## src/rtl/image_downsample.sv

```systemverilog
// Streaming 2^SHIFT x 2^SHIFT image downsampler (decimate or rounded box average)
// producing a linear {new_y, new_x} address for the next pyramid octave.
module image_downsample #(
  parameter int BIT_DEPTH  = 8,
  parameter int OLD_WIDTH  = 64,
  parameter int OLD_HEIGHT = 64,
  parameter int SHIFT      = 1,
  parameter int MODE       = 1
) (
  input  logic                                                        clk_in,
  input  logic                                                        rst_n_in,
  input  logic [BIT_DEPTH-1:0]                                        data_in,
  input  logic [$clog2(OLD_WIDTH)-1:0]                                data_x_in,
  input  logic [$clog2(OLD_HEIGHT)-1:0]                               data_y_in,
  input  logic                                                        data_valid_in,
  output logic [BIT_DEPTH-1:0]                                        data_out,
  output logic [$clog2(OLD_HEIGHT>>SHIFT)+$clog2(OLD_WIDTH>>SHIFT)-1:0] data_addr_out,
  output logic                                                        data_valid_out,
  output logic                                                        frame_done_out
);

  localparam int NEW_WIDTH  = OLD_WIDTH >> SHIFT;
  localparam int NEW_HEIGHT = OLD_HEIGHT >> SHIFT;
  localparam int XW         = $clog2(NEW_WIDTH);
  localparam int YW         = $clog2(NEW_HEIGHT);
  localparam int OXW        = $clog2(OLD_WIDTH);
  localparam int OYW        = $clog2(OLD_HEIGHT);
  localparam int AW         = BIT_DEPTH + 2 * SHIFT;
  localparam logic [AW-1:0]    ROUND = AW'(1) << (2 * SHIFT - 1);
  localparam logic [SHIFT-1:0] OFS_MAX = '1;

  if (SHIFT < 1 || SHIFT > 3 || (1 << SHIFT) > OLD_WIDTH || (1 << SHIFT) > OLD_HEIGHT) begin : g_bad_shift
    $error("image_downsample: illegal SHIFT=%0d for %0dx%0d frame", SHIFT, OLD_WIDTH, OLD_HEIGHT);
  end

  logic [XW-1:0]        bx_s;
  logic [YW-1:0]        by_s;
  logic [SHIFT-1:0]     ox_s;
  logic [SHIFT-1:0]     oy_s;
  logic                 first_s;
  logic                 last_s;
  logic                 emit_s;
  logic [AW-1:0]        sum_s;
  logic [AW-1:0]        rounded_s;
  logic [BIT_DEPTH-1:0] pix_s;

  logic [AW-1:0]        acc_q [NEW_WIDTH];
  logic [AW-1:0]        acc_d [NEW_WIDTH];
  logic [BIT_DEPTH-1:0] data_q, data_d;
  logic [YW+XW-1:0]     addr_q, addr_d;
  logic                 valid_q, valid_d;
  logic                 done_q, done_d;

  assign bx_s    = data_x_in[OXW-1:SHIFT];
  assign by_s    = data_y_in[OYW-1:SHIFT];
  assign ox_s    = data_x_in[SHIFT-1:0];
  assign oy_s    = data_y_in[SHIFT-1:0];
  assign first_s = (ox_s == '0) && (oy_s == '0);
  assign last_s  = (ox_s == OFS_MAX) && (oy_s == OFS_MAX);

  // A block corner restarts the column sum, so no state leaks across blocks or frames.
  assign sum_s     = (first_s ? {AW{1'b0}} : acc_q[bx_s]) + {{(2 * SHIFT){1'b0}}, data_in};
  assign rounded_s = sum_s + ROUND;
  assign pix_s     = (MODE == 0) ? data_in : rounded_s[AW-1:2*SHIFT];
  assign emit_s    = data_valid_in && ((MODE == 0) ? first_s : last_s);

  // Next-state: accumulator update and output capture on emit.
  always_comb begin
    acc_d   = acc_q;
    data_d  = data_q;
    addr_d  = addr_q;
    valid_d = 1'b0;
    done_d  = 1'b0;
    if (data_valid_in && (MODE == 1)) begin
      acc_d[bx_s] = sum_s;
    end else begin
      acc_d[bx_s] = acc_q[bx_s];
    end
    if (emit_s) begin
      data_d  = pix_s;
      addr_d  = {by_s, bx_s};
      valid_d = 1'b1;
      done_d  = (&bx_s) && (&by_s);
    end else begin
      valid_d = 1'b0;
      done_d  = 1'b0;
    end
  end

  // State registers with asynchronous reset.
  always_ff @(posedge clk_in or negedge rst_n_in) begin
    if (!rst_n_in) begin
      for (int i = 0; i < NEW_WIDTH; i++) begin
        acc_q[i] <= '0;
      end
      data_q  <= '0;
      addr_q  <= '0;
      valid_q <= 1'b0;
      done_q  <= 1'b0;
    end else begin
      acc_q   <= acc_d;
      data_q  <= data_d;
      addr_q  <= addr_d;
      valid_q <= valid_d;
      done_q  <= done_d;
    end
  end

  assign data_out       = data_q;
  assign data_addr_out  = addr_q;
  assign data_valid_out = valid_q;
  assign frame_done_out = done_q;

endmodule

```

## config.mk

```make
export PLATFORM = sky130hd
export DESIGN_NAME = image_downsample
export DESIGN_NICKNAME = d
export VERILOG_FILES = /design/src/rtl/image_downsample.sv
export SDC_FILE = /design/constraint.sdc
export NUM_CORES = 1
export LEC_CHECK = 0
export BUFFER_PORTS_ARGS = -buffer_cell sky130_fd_sc_hd__buf_2
export CORE_ASPECT_RATIO = 0.75
export CORE_MARGIN = 2
export CORE_UTILIZATION = 60
export DETAILED_ROUTE_END_ITERATION = 10
export PLACE_DENSITY = 0.74
export SETUP_SLACK_MARGIN = 0.2
export SLEW_MARGIN = 15
export SYNTH_ARGS = -nofsm -noshare
export SYNTH_HDL_FRONTEND = slang
export SYNTH_SLANG_ARGS = --single-unit
export TNS_END_PERCENT = 5
```

## constraint.sdc

```tcl
create_clock -name clk_in -period 6 [get_ports clk_in]
set_clock_uncertainty 0.1 [all_clocks]
set_input_delay 1.2 -clock clk_in [delete_from_list [all_inputs] [get_ports clk_in]]
set_output_delay 1.2 -clock clk_in [all_outputs]
set_load 0.01 [all_outputs]
```

Word level (Yosys, flattened, before mapping). Index checks and enable logic that the tools add are counted.

Output and inout bits: 20. Word-level logic and storage cells: 61. Bits in registers: 340. Input port bits: 23.

Magnitude comparators: 2. Bitwise operators: 3. Reductions and logical operators: 7. Multiplexer cells: 11. $add $sub $neg: 2.

Operators with widths (count): $bwmux 320 (2); $mux 320 (1); $bmux 10 s5 (1); $demux 10 s5 (1); $mux 10 (4); $add 10x2->10 const B (1); $add 10x8->10 (1); $reduce_and 5->1 (2); $ge 6x6->1 const B (1); $lt 6x1->1 const B (1); $not 5->6 (1); $logic_and 1x1->1 (5); $mux 1 (2); $not 1->1 (2).

Depth between registers and ports, before layout. Gate-level depths: netlist of the first run.

Depth after elaboration: 8. Gate-level depth with buffers: 19. Gate-level depth less buffers: 16.

Least setup slack after synthesis of the first run. OpenSTA, ideal clock, no wires.

Kind: input -> register. Start: input port data_x_in[2]. End: register acc_q[108] in the netlist's numbering. Stages: 18. Library setup time: 0.133 ns. Required time: 5.767 ns. Setup slack: 1.238 ns. Arrival: 4.528 ns. Cells stage by stage: buf_6 > buf_4 > buf_1 > mux4_2 > a22oi_1 > nand4_1 > and2_1 > ha_1 > inv_1 > fa_1 > nand2b_1 > a21oi_1 > a31oi_1 > a211oi_1 > o21ai_0 > a32oi_1 > clkbuf_1 > o21ai_0.

Word-level cells in the longest chain between the ends: 8.

Ends and longest elaborated chain: start, declared (line 13) `input logic [$clog2(OLD_WIDTH)-1:0] data_x_in,`; $not 5->6 (not written as such) * (line 62, 75, 77); $bmux 10 s5 (line 62, 77); $mux 10 (not written as such) (2 in series) (line 62, 77); $mux 10 (line 62) `assign sum_s = (first_s ? {AW{1'b0}} : acc_q[bx_s]) + {{(2 * SHIFT){1'b0}}, data_in};`; $add 10x8->10 (line 62); $bwmux 320 (line 75) `acc_d[bx_s] = sum_s;`; $mux 320 * (line 74) `if (data_valid_in && (MODE == 1)) begin`; end signal, assigned by index (line 94) `acc_q[i] <= '0;`; end signal, assigned (line 101) `acc_q <= acc_d;`; end, declared (line 47) `logic [AW-1:0] acc_q [NEW_WIDTH];`.

Mark *: on every way between the ends. The rest lies on a longest branch, timed or not. The select of a mux whose other input is x is not followed. A chain may end at the register's enable or synchronous reset.

Final worst setup path of the first run.
Start: input port data_x_in[1]. End: register acc_q[229] in the netlist's numbering.

The elaborated chain is that of the path after synthesis.

==> impl_metrics.json, run 1 <==
{
  "outcome": "finished, final reports clean",
  "vdd_ir_drop_max_v": 0.000282,
  "path_buf_inv": 2,
  "grt-ovfl-total": 0,
  "synthMuxAreaShare": 0.129,
  "cp.required_ns": 6.26,
  "synthXorXnorAreaFrac": 0.00791,
  "worstPathCellList": "buf_4 -> buf_12 -> mux4_1 -> a22oi_1 -> nand4_1 -> and2_1 -> ha_1 -> nor3_1 -> a2111oi_0 -> o21a_1 -> o221a_4 -> o21ai_0",
  "track_usage": 0.306,
  "fin_tns_setup_ns": 0,
  "synth_warnings": 0,
  "dr.pass1.iters": 5,
  "grt_setup_unrepaired": "no",
  "final_util": 0.678,
  "clk_pin_slew_ns": 0.06,
  "die_x_um": 190,
  "cts_root_buf": "clkbuf_16",
  "worstMarginPinSlew_ns": 1.06,
  "grt_max_degree": 150,
  "hold_path.class": "reg2reg",
  "drv_cap": 0,
  "antenna_found_initial": 0,
  "post-route-period-util": 0.868,
  "cts_tree": "yes",
  "whs_ns": 0.375,
  "synth_cell_types": 59,
  "end_kind": "register",
  "dieArea_sq_um": 27200,
  "first_iter_violations": 931,
  "cts_resized": 0,
  "finalHoldViolCount": 0,
  "die_y_um": 143,
  "crit_path_start_kind": "input pin",
  "r2r_setup_slack_ns": 1.75,
  "finalSetupViolations": 0,
  "wl_per_cell_um": 22.2,
  "grt_pass1_vias": 10600,
  "pin_count": 43,
  "start_util": 0.617,
  "place.gp.congestion": 0.999,
  "syn_area_per_cell_sq_um": 10.7,
  "post_drt_via_cell_ratio": 6.24,
  "synth_edf_count": 0,
  "cpMaxStageDelayCell": "o221a_4",
  "critical_path_class": "in2reg",
  "synth_seq_area_share": 0.549,
  "cp.arrival_ns": 5.47,
  "yosys.cell_count.top_type": "nand2_1",
  "clock_latency_ns": 0.52,
  "ys_seq_elements": 340,
  "drive_above_1_share": 0.169,
  "rows": 50,
  "holdBufCountCts": 0,
  "h-tree-depth": 2,
  "async_flop_share": 1.00,
  "synth.area.top_cells": "dfrtp_1, nand2_1, o21ai_0",
  "synth_area_sq_um": 15500,
  "worst-path-max-fanout": 32,
  "slew_violations": 0,
  "synth_compound_area_frac": 0.147,
  "p_leak_nw": 7.71,
  "port_buffers": 42,
  "nNetsFinal": 1456,
  "yosysTopAreaCellShare": 0.549,
  "cts_sinks": 340,
  "final_antenna_net_count": 0,
  "fin_crit_ns": 5.21,
  "synth_top_family_by_area": "compound AO/OA/AOI/OAI gates",
  "clockBufferDepth": 3,
  "synth_fa_ha_area_frac": 0.00855,
  "synth_common_cells": "nand2_1, dfrtp_1, o21ai_0",
  "num_vias": 11100,
  "synthSimpleGateAreaFrac": 0.115,
  "fin_ws_ns": 0.792,
  "drc_errors": 0,
  "cts-buffers-inserted": 34,
  "area_delta_synth_final_pct": 9.86,
  "crit_family": "compound AO/OA/AOI/OAI gates",
  "synthCells": 1445,
  "synth_top_area_cell": "dfrtp_1",
  "power.density_nw_per_um2": 436,
  "syn_nets": 1478,
  "yosys_most_used_dff": "dfrtp_1",
  "diodes": 0,
  "dpl.hpwl_um": 26400,
  "timing.fmax_ghz": 0.192,
  "slowest_delay_ns": 0.64,
  "preCtsSetupSlack_ns": 0.415,
  "grt_pass1_wl_um": 63100,
  "wl_um": 39700,
  "post_cts_buffers": 0,
  "core_sq_um": 25100,
  "slew_headroom": 0.294
}
flip-flops by register name (all words and copies together), names as in the netlist:
name	cells
data_addr_out	10
acc_q	320
frame_done_out	1
data_valid_out	1
data_out	8
routing by layer:
metal / part of all wire / GRT usage
met4: 0.028 / 0.0832
met5: 0 / 0
met1: 0.45 / 0.476
met2: 0.43 / 0.436
met3: 0.096 / 0.0686
metrics by stage:
stage                     area (sq um)  power (mW)  cells
after floorplan                  15500        4.50   1445
after global placement           15800        5.05   1725
after detailed placement         15800        5.16   1725
after CTS                        17000        7.41   1784
after global routing             17000        7.81   1784
final                            17000        7.42   1784
cell usage in the layout (no fill, tap or decap), types with 3 or more instances in the layout:
cell type  instances
o21ai_2           32
nand3_1            5
and2_1             6
clkbuf_1           5
nor4_1             3
nor2_1            14
a22o_1             3
nor3b_1            3
buf_2             39
clkbuf_16         37
xnor2_1            5
ha_1               9
xor2_1             9
and3_1             3
clkbuf_8           6
buf_12             6
a211oi_1           3
mux4_1            13
nand4_1            7
clkinv_2           5
o21ai_1           26
nand3b_1           3
mux2i_1           25
mux4_2            54
bufinv_16          4
nand2_1          372
o21ai_0          273
or3b_2             3
mux2_2            14
dfrtp_1          340
inv_1              7
buf_4             29
nor3_1             6
a22oi_1           28
o22ai_1           11
path summary, 6_finish.rpt:
kind / to / startpoint / cells past startpoint
worst min register to register: acc_q[222] / acc_q[222] / 2
worst min-delay path: acc_q[222] / acc_q[222] / 2
worst max-delay path: acc_q[229] / data_x_in[1] / 12
max in group asynchronous: acc_q[93] / rst_n_in / 2
worst max register to register: acc_q[229] / acc_q[2] / 12
min in group asynchronous: acc_q[234] / rst_n_in / 1
area by class of cell:
| type | count | area, sq um |
|---|---|---|
| inverters | 7 | 26.3 |
| clock inverters | 11 | 163 |
| repair buffers | 75 | 548 |
| multi-input cells | 965 | 6340 |
| well taps | 338 | 423 |
| flip-flops and latches | 340 | 8510 |
| fillers | 1907 | 8110 |
| clock buffers | 48 | 1030 |
where the power goes:
part	total (mW)	internal, mW	switching, mW
clock network	2.26	1.37	0.895
registers	3.35	2.98	0.363
logic	1.82	0.730	1.09
total	7.42	5.08	2.34
tightest hold or removal path: stages (launching register included):
cell	delay, ns
dfrtp_1	0.33
nand2_1	0.04
o21ai_0	0.06
logic make-up after synthesis:
| kind of cell | Yosys count |
|---|---|
| adder cells (fa/ha/maj) | 10 |
| multiplexers | 109 |
| AND/OR/NAND/NOR | 436 |
| flip-flops | 340 |
| XOR/XNOR | 14 |
| buffers and inverters | 140 |
| AO/OA/AOI/OAI | 396 |
(Power assumes the default switching activity.)
==> run 2: changes to the inputs <==
Settings changed: CORE_UTILIZATION 60 to 40, CTS_CLUSTER_DIAMETER set to 30, PLACE_DENSITY 0.74 to 0.52.
Clock period 6 ns to 6.18 ns, I/O delays scaled along.
==> impl_metrics.json, run 2 (same netlist as run 1, synthesis figures left out) <==
{
  "p_sw_mw": 2.62,
  "p_leak_nw": 8.38,
  "antenna_found_initial": 0,
  "cts_sinks": 340,
  "drc_errors": 0,
  "dpl.hpwl_um": 28200,
  "cp.required_ns": 6.50,
  "wl_um": 42900,
  "end_kind": "register",
  "hold_start": "acc_q[79]",
  "cts_tree": "yes",
  "finalHoldViolCount": 0,
  "worstMarginPinSlew_ns": 1.02,
  "cts_root_buf": "clkbuf_16",
  "rr_worst_depth": 14,
  "timing.fmax_ghz": 0.185,
  "clk_pin_slew_ns": 0.05,
  "final_antenna_net_count": 0,
  "vdd_ir_drop_max_v": 0.000346,
  "dp_cells": 1907,
  "crit_path_start_kind": "input pin",
  "diodes": 0,
  "grt-ovfl-total": 0,
  "whs_ns": 0.369,
  "post-route-period-util": 0.873,
  "core_sq_um": 38200,
  "whs_endpoint": "acc_q[79]",
  "r2r_start": "acc_q[241]",
  "min_path_cells": 2,
  "slew_headroom": 0.319,
  "cts_resized": 0,
  "drive_above_1_share": 0.206,
  "first_iter_violations": 828,
  "critical_path_class": "in2reg",
  "post_cts_buffers": 0,
  "port_buffers": 42,
  "drv_cap": 0,
  "rows": 62,
  "fin_crit_ns": 5.40,
  "r2r_setup_slack_ns": 1.81,
  "dieArea_sq_um": 40400,
  "slew_violations": 0,
  "clockBufferDepth": 3,
  "die_x_um": 231,
  "post_drt_via_cell_ratio": 5.35,
  "p_comb_frac": 0.197,
  "swShare": 0.289,
  "h-tree-depth": 3,
  "grt_setup_unrepaired": "no",
  "hold_path.class": "reg2reg",
  "track_usage": 0.222,
  "finalSetupViolations": 0,
  "layout_commonest_cell": "nand2_1",
  "top_register": "acc_q",
  "start_util": 0.406,
  "die_y_um": 175,
  "grt_max_degree": 130,
  "holdBufCountCts": 0,
  "wl_per_cell_um": 21.2,
  "p_seq_frac": 0.358,
  "power.density_nw_per_um2": 486,
  "pin_count": 43,
  "grt_pass1_wl_um": 67400,
  "largest_reg_flops": 320,
  "place.gp.congestion": 0.891,
  "cp.arrival_ns": 5.72,
  "outcome": "finished, final reports clean",
  "final_cell_mix": "nand2_1, dfrtp_1, o21ai_0, clkbuf_16, mux4_2",
  "nNetsFinal": 1498,
  "worst-path-max-fanout": 30,
  "cts-buffers-inserted": 68,
  "fin_tns_setup_ns": 0,
  "grt_pass1_vias": 10700,
  "clock_latency_ns": 0.58,
  "num_vias": 10800,
  "stdcell_count": 2029,
  "dr.pass1.iters": 5,
  "power.internal_mw": 6.45,
  "area_delta_synth_final_pct": 20.4,
  "timing.rr.end": "acc_q[275]",
  "clock_power_share": 0.445
}
==> run 2: cell types whose count changed in the layout (fill, tap and decap cells not counted) <==
| cell | delta |
|---|---|
| o21ai_4 | -1 |
| clkinvlp_4 | +5 |
| clkbuf_16 | +34 |
| mux2i_4 | +2 |
| bufinv_16 | +11 |
| clkbuf_1 | +2 |
| inv_6 | +3 |
| buf_4 | +8 |
| clkinv_8 | +2 |
| mux2i_2 | -2 |
| clkinv_2 | +3 |
| o21ai_2 | +1 |
| clkbuf_8 | +3 |
==> run 2: critical path, cell delays in order <==
cell	delay, ns
buf_4	0.52
buf_12	0.25
buf_4	0.17
mux4_2	0.50
a22oi_1	0.26
nand4_1	0.21
nand2_1	0.17
inv_1	0.05
ha_1	0.26
a211oi_1	0.35
o21bai_1	0.17
a21oi_1	0.21
xor2_1	0.36
nand2_1	0.12
o21ai_2	0.34
buf_4	0.36
o21ai_0	0.13
==> run 2: through the flow <==
stage / util / power, mW / worst slack (ns) / instance area, sq um
2_1_floorplan: - / 4.37 / 1.38 / 15500
3_3_place_gp: 0.422 / 5.02 / 0.381 / 16100
3_5_place_dp: 0.422 / 5.07 / 0.270 / 16100
4_1_cts: 0.488 / 9.15 / 0.877 / 18700
5_1_grt: 0.488 / 9.55 / 0.553 / 18700
6_report: 0.488 / 9.08 / 0.783 / 18700
==> run 2: layer usage <==
metal / part of all wire / GRT usage / wire [um]
met3: 0.065 / 0.0492 / 2790
met2: 0.42 / 0.309 / 18000
met1: 0.49 / 0.343 / 21200
met5: 0.0026 / 0.0204 / 113
met4: 0.019 / 0.0637 / 796
==> run 2: final cells by class <==
type                    instances  area, sq um
inverters                       7         26.3
flip-flops and latches        340         8510
clock buffers                  87         1930
multi-input cells             965         6350
clock inverters                35          604
repair buffers                 83          608
well taps                     512          641
fillers                      3503        19600
==> run 2: power by group through the flow <==
stage	combinational [mW]	clock [mW]	sequential [mW]
floorplan	1.19	0	3.17
global placement	1.76	0	3.26
detailed placement	1.80	0	3.27
CTS	1.80	4.10	3.25
global route	2.00	4.22	3.33
finish	1.79	4.04	3.25
==> run 2: worst max-delay path by stage <==
stage / startpoint / to / slack, ns / cells past startpoint
2_1_floorplan: data_x_in[2] / acc_q[108] / 1.38 / 18
3_3_place_gp: data_x_in[1] / acc_q[65] / 0.38 / 15
3_5_place_dp: data_x_in[1] / acc_q[265] / 0.27 / 16
6_report: data_x_in[1] / acc_q[275] / 0.78 / 17
5_1_grt: data_x_in[1] / acc_q[15] / 0.55 / 15
4_1_cts: data_x_in[1] / acc_q[275] / 0.88 / 15
==> run 3: changes to the inputs <==
Settings changed: CORE_UTILIZATION 40 to 30, PLACE_DENSITY 0.52 to 0.53, SETUP_SLACK_MARGIN 0.2 to 0.5.
==> impl_metrics.json, run 3 (same netlist as run 1, synthesis figures left out) <==
{
  "outcome": "finished, final reports clean",
  "nFillCells": 5124,
  "slowest_delay_ns": 0.55,
  "cts-buffers-inserted": 61,
  "grt-ovfl-total": 0,
  "start_util": 0.302,
  "grt_setup_unrepaired": "no",
  "worstPathCellList": "buf_4 -> buf_12 -> mux4_2 -> a22oi_1 -> nand4_1 -> and2_1 -> ha_1 -> a211oi_1 -> o21bai_1 -> a21oi_1 -> xor2_1 -> nand2_1 -> o21ai_2 -> buf_4 -> o21ai_0",
  "cp.required_ns": 6.50,
  "end_kind": "register",
  "timing.fmax_ghz": 0.195,
  "first_iter_violations": 901,
  "post_cts_buffers": 0,
  "drive_above_1_share": 0.199,
  "hold_path.class": "reg2reg",
  "final_antenna_net_count": 0,
  "die_x_um": 267,
  "finalHoldViolCount": 0,
  "worstMarginPinSlew_ns": 1.05,
  "vdd_ir_drop_max_v": 0.000252,
  "grt_pass1_vias": 10800,
  "wl_um": 43500,
  "wl_per_cell_um": 20.0,
  "core_sq_um": 51300,
  "final_area_sq_um": 18400,
  "cts_root_buf": "clkbuf_16",
  "port_buffers": 42,
  "post-route-period-util": 0.831,
  "power.density_nw_per_um2": 457,
  "cpMaxStageDelayCell": "mux4_2",
  "slew_headroom": 0.301,
  "fin_tns_setup_ns": 0,
  "finalSetupViolations": 0,
  "cp.arrival_ns": 5.46,
  "cts_resized": 0,
  "post_drt_via_cell_ratio": 5.03,
  "final_util": 0.358,
  "diodes": 0,
  "pin_count": 43,
  "drv_cap": 0,
  "dieArea_sq_um": 53600,
  "clockBufferDepth": 3,
  "drc_errors": 0,
  "area_delta_synth_final_pct": 18.6,
  "slew_violations": 0,
  "nNetsFinal": 1487,
  "crit_path_start_kind": "input pin",
  "die_y_um": 201,
  "antenna_found_initial": 0,
  "stdcell_count": 2171,
  "holdBufCountCts": 0,
  "cts_tree": "yes",
  "whs_ns": 0.368,
  "clock_latency_ns": 0.60,
  "place.gp.congestion": 0.874,
  "clk_pin_slew_ns": 0.05,
  "cts_sinks": 340,
  "worst-path-max-fanout": 32,
  "dp_cells": 2057,
  "h-tree-depth": 2,
  "p_leak_nw": 8.16,
  "rows": 72,
  "track_usage": 0.167,
  "grt_max_degree": 134,
  "largest_reg_flops": 320,
  "grt_pass1_wl_um": 68200,
  "final_cell_mix": "nand2_1, dfrtp_1, o21ai_0, clkbuf_16, mux4_2",
  "dpl_cell_area_sq_um": 16300,
  "num_vias": 10900,
  "dpl.hpwl_um": 28700,
  "layout_commonest_cell": "nand2_1",
  "fin_crit_ns": 5.13,
  "dr.pass1.iters": 5,
  "critical_path_class": "in2reg",
  "crit_path_frequent_cell": "buf_4",
  "top_register": "acc_q"
}
[run 3: per-layer routing]
layer,up-vias,part of all wire,GRT usage
met5,-,0,0
met4,0,0.021,0.0455
met3,62,0.067,0.0373
met2,295,0.43,0.239
met1,5429,0.49,0.252
li1,5126,-,-
[run 3: final timing paths]
kind	slack (ns)	cells after the start	start	end
min	0.37	2	acc_q[316]	acc_q[316]
max reg2reg	2.02	13	acc_q[0]	acc_q[305]
min reg2reg	0.37	2	acc_q[316]	acc_q[316]
max	1.05	15	data_x_in[1]	acc_q[305]
min in group asynchronous	0.66	1	rst_n_in	acc_q[40]
max in group asynchronous	4.15	2	rst_n_in	acc_q[263]
[run 3: power by group]
| part | leakage (nW) | internal, mW | total [mW] | switching (mW) |
|---|---|---|---|---|
| combinational | 2.72 | 0.718 | 1.76 | 1.04 |
| clock | 1.02 | 2.22 | 3.39 | 1.17 |
| sequential | 4.42 | 2.90 | 3.25 | 0.348 |
| total | 8.16 | 5.84 | 8.40 | 2.56 |
[run 3: layout make-up]
type,instances,area [sq um],area share
sequential,340,8510,0.463
multi-input combinational,965,6350,0.345
clock buffer,79,1690,0.0921
tap,666,833,0.0453
timing repair buffer,79,578,0.0314
clock inverter,35,409,0.0222
inverter,7,26.3,0.00143
[run 3: critical path: cells and delay by family]
| family | cells | cell delay [ns] |
|---|---|---|
| simple gates | 3 | 0.57 |
| fa+ha+maj | 1 | 0.20 |
| mux | 1 | 0.55 |
| compound gates | 6 | 1.38 |
| buf+inv | 3 | 0.99 |
| xor+xnor | 1 | 0.47 |
[run 3: through the flow]
step | power, mW | setup slack, ns
6_report | 8.40 | 1.05
5_1_grt | 8.86 | 0.852
4_1_cts | 8.46 | 1.13
3_5_place_dp | 5.05 | 0.525
3_3_place_gp | 4.98 | 0.607
2_1_floorplan | 4.37 | 1.38
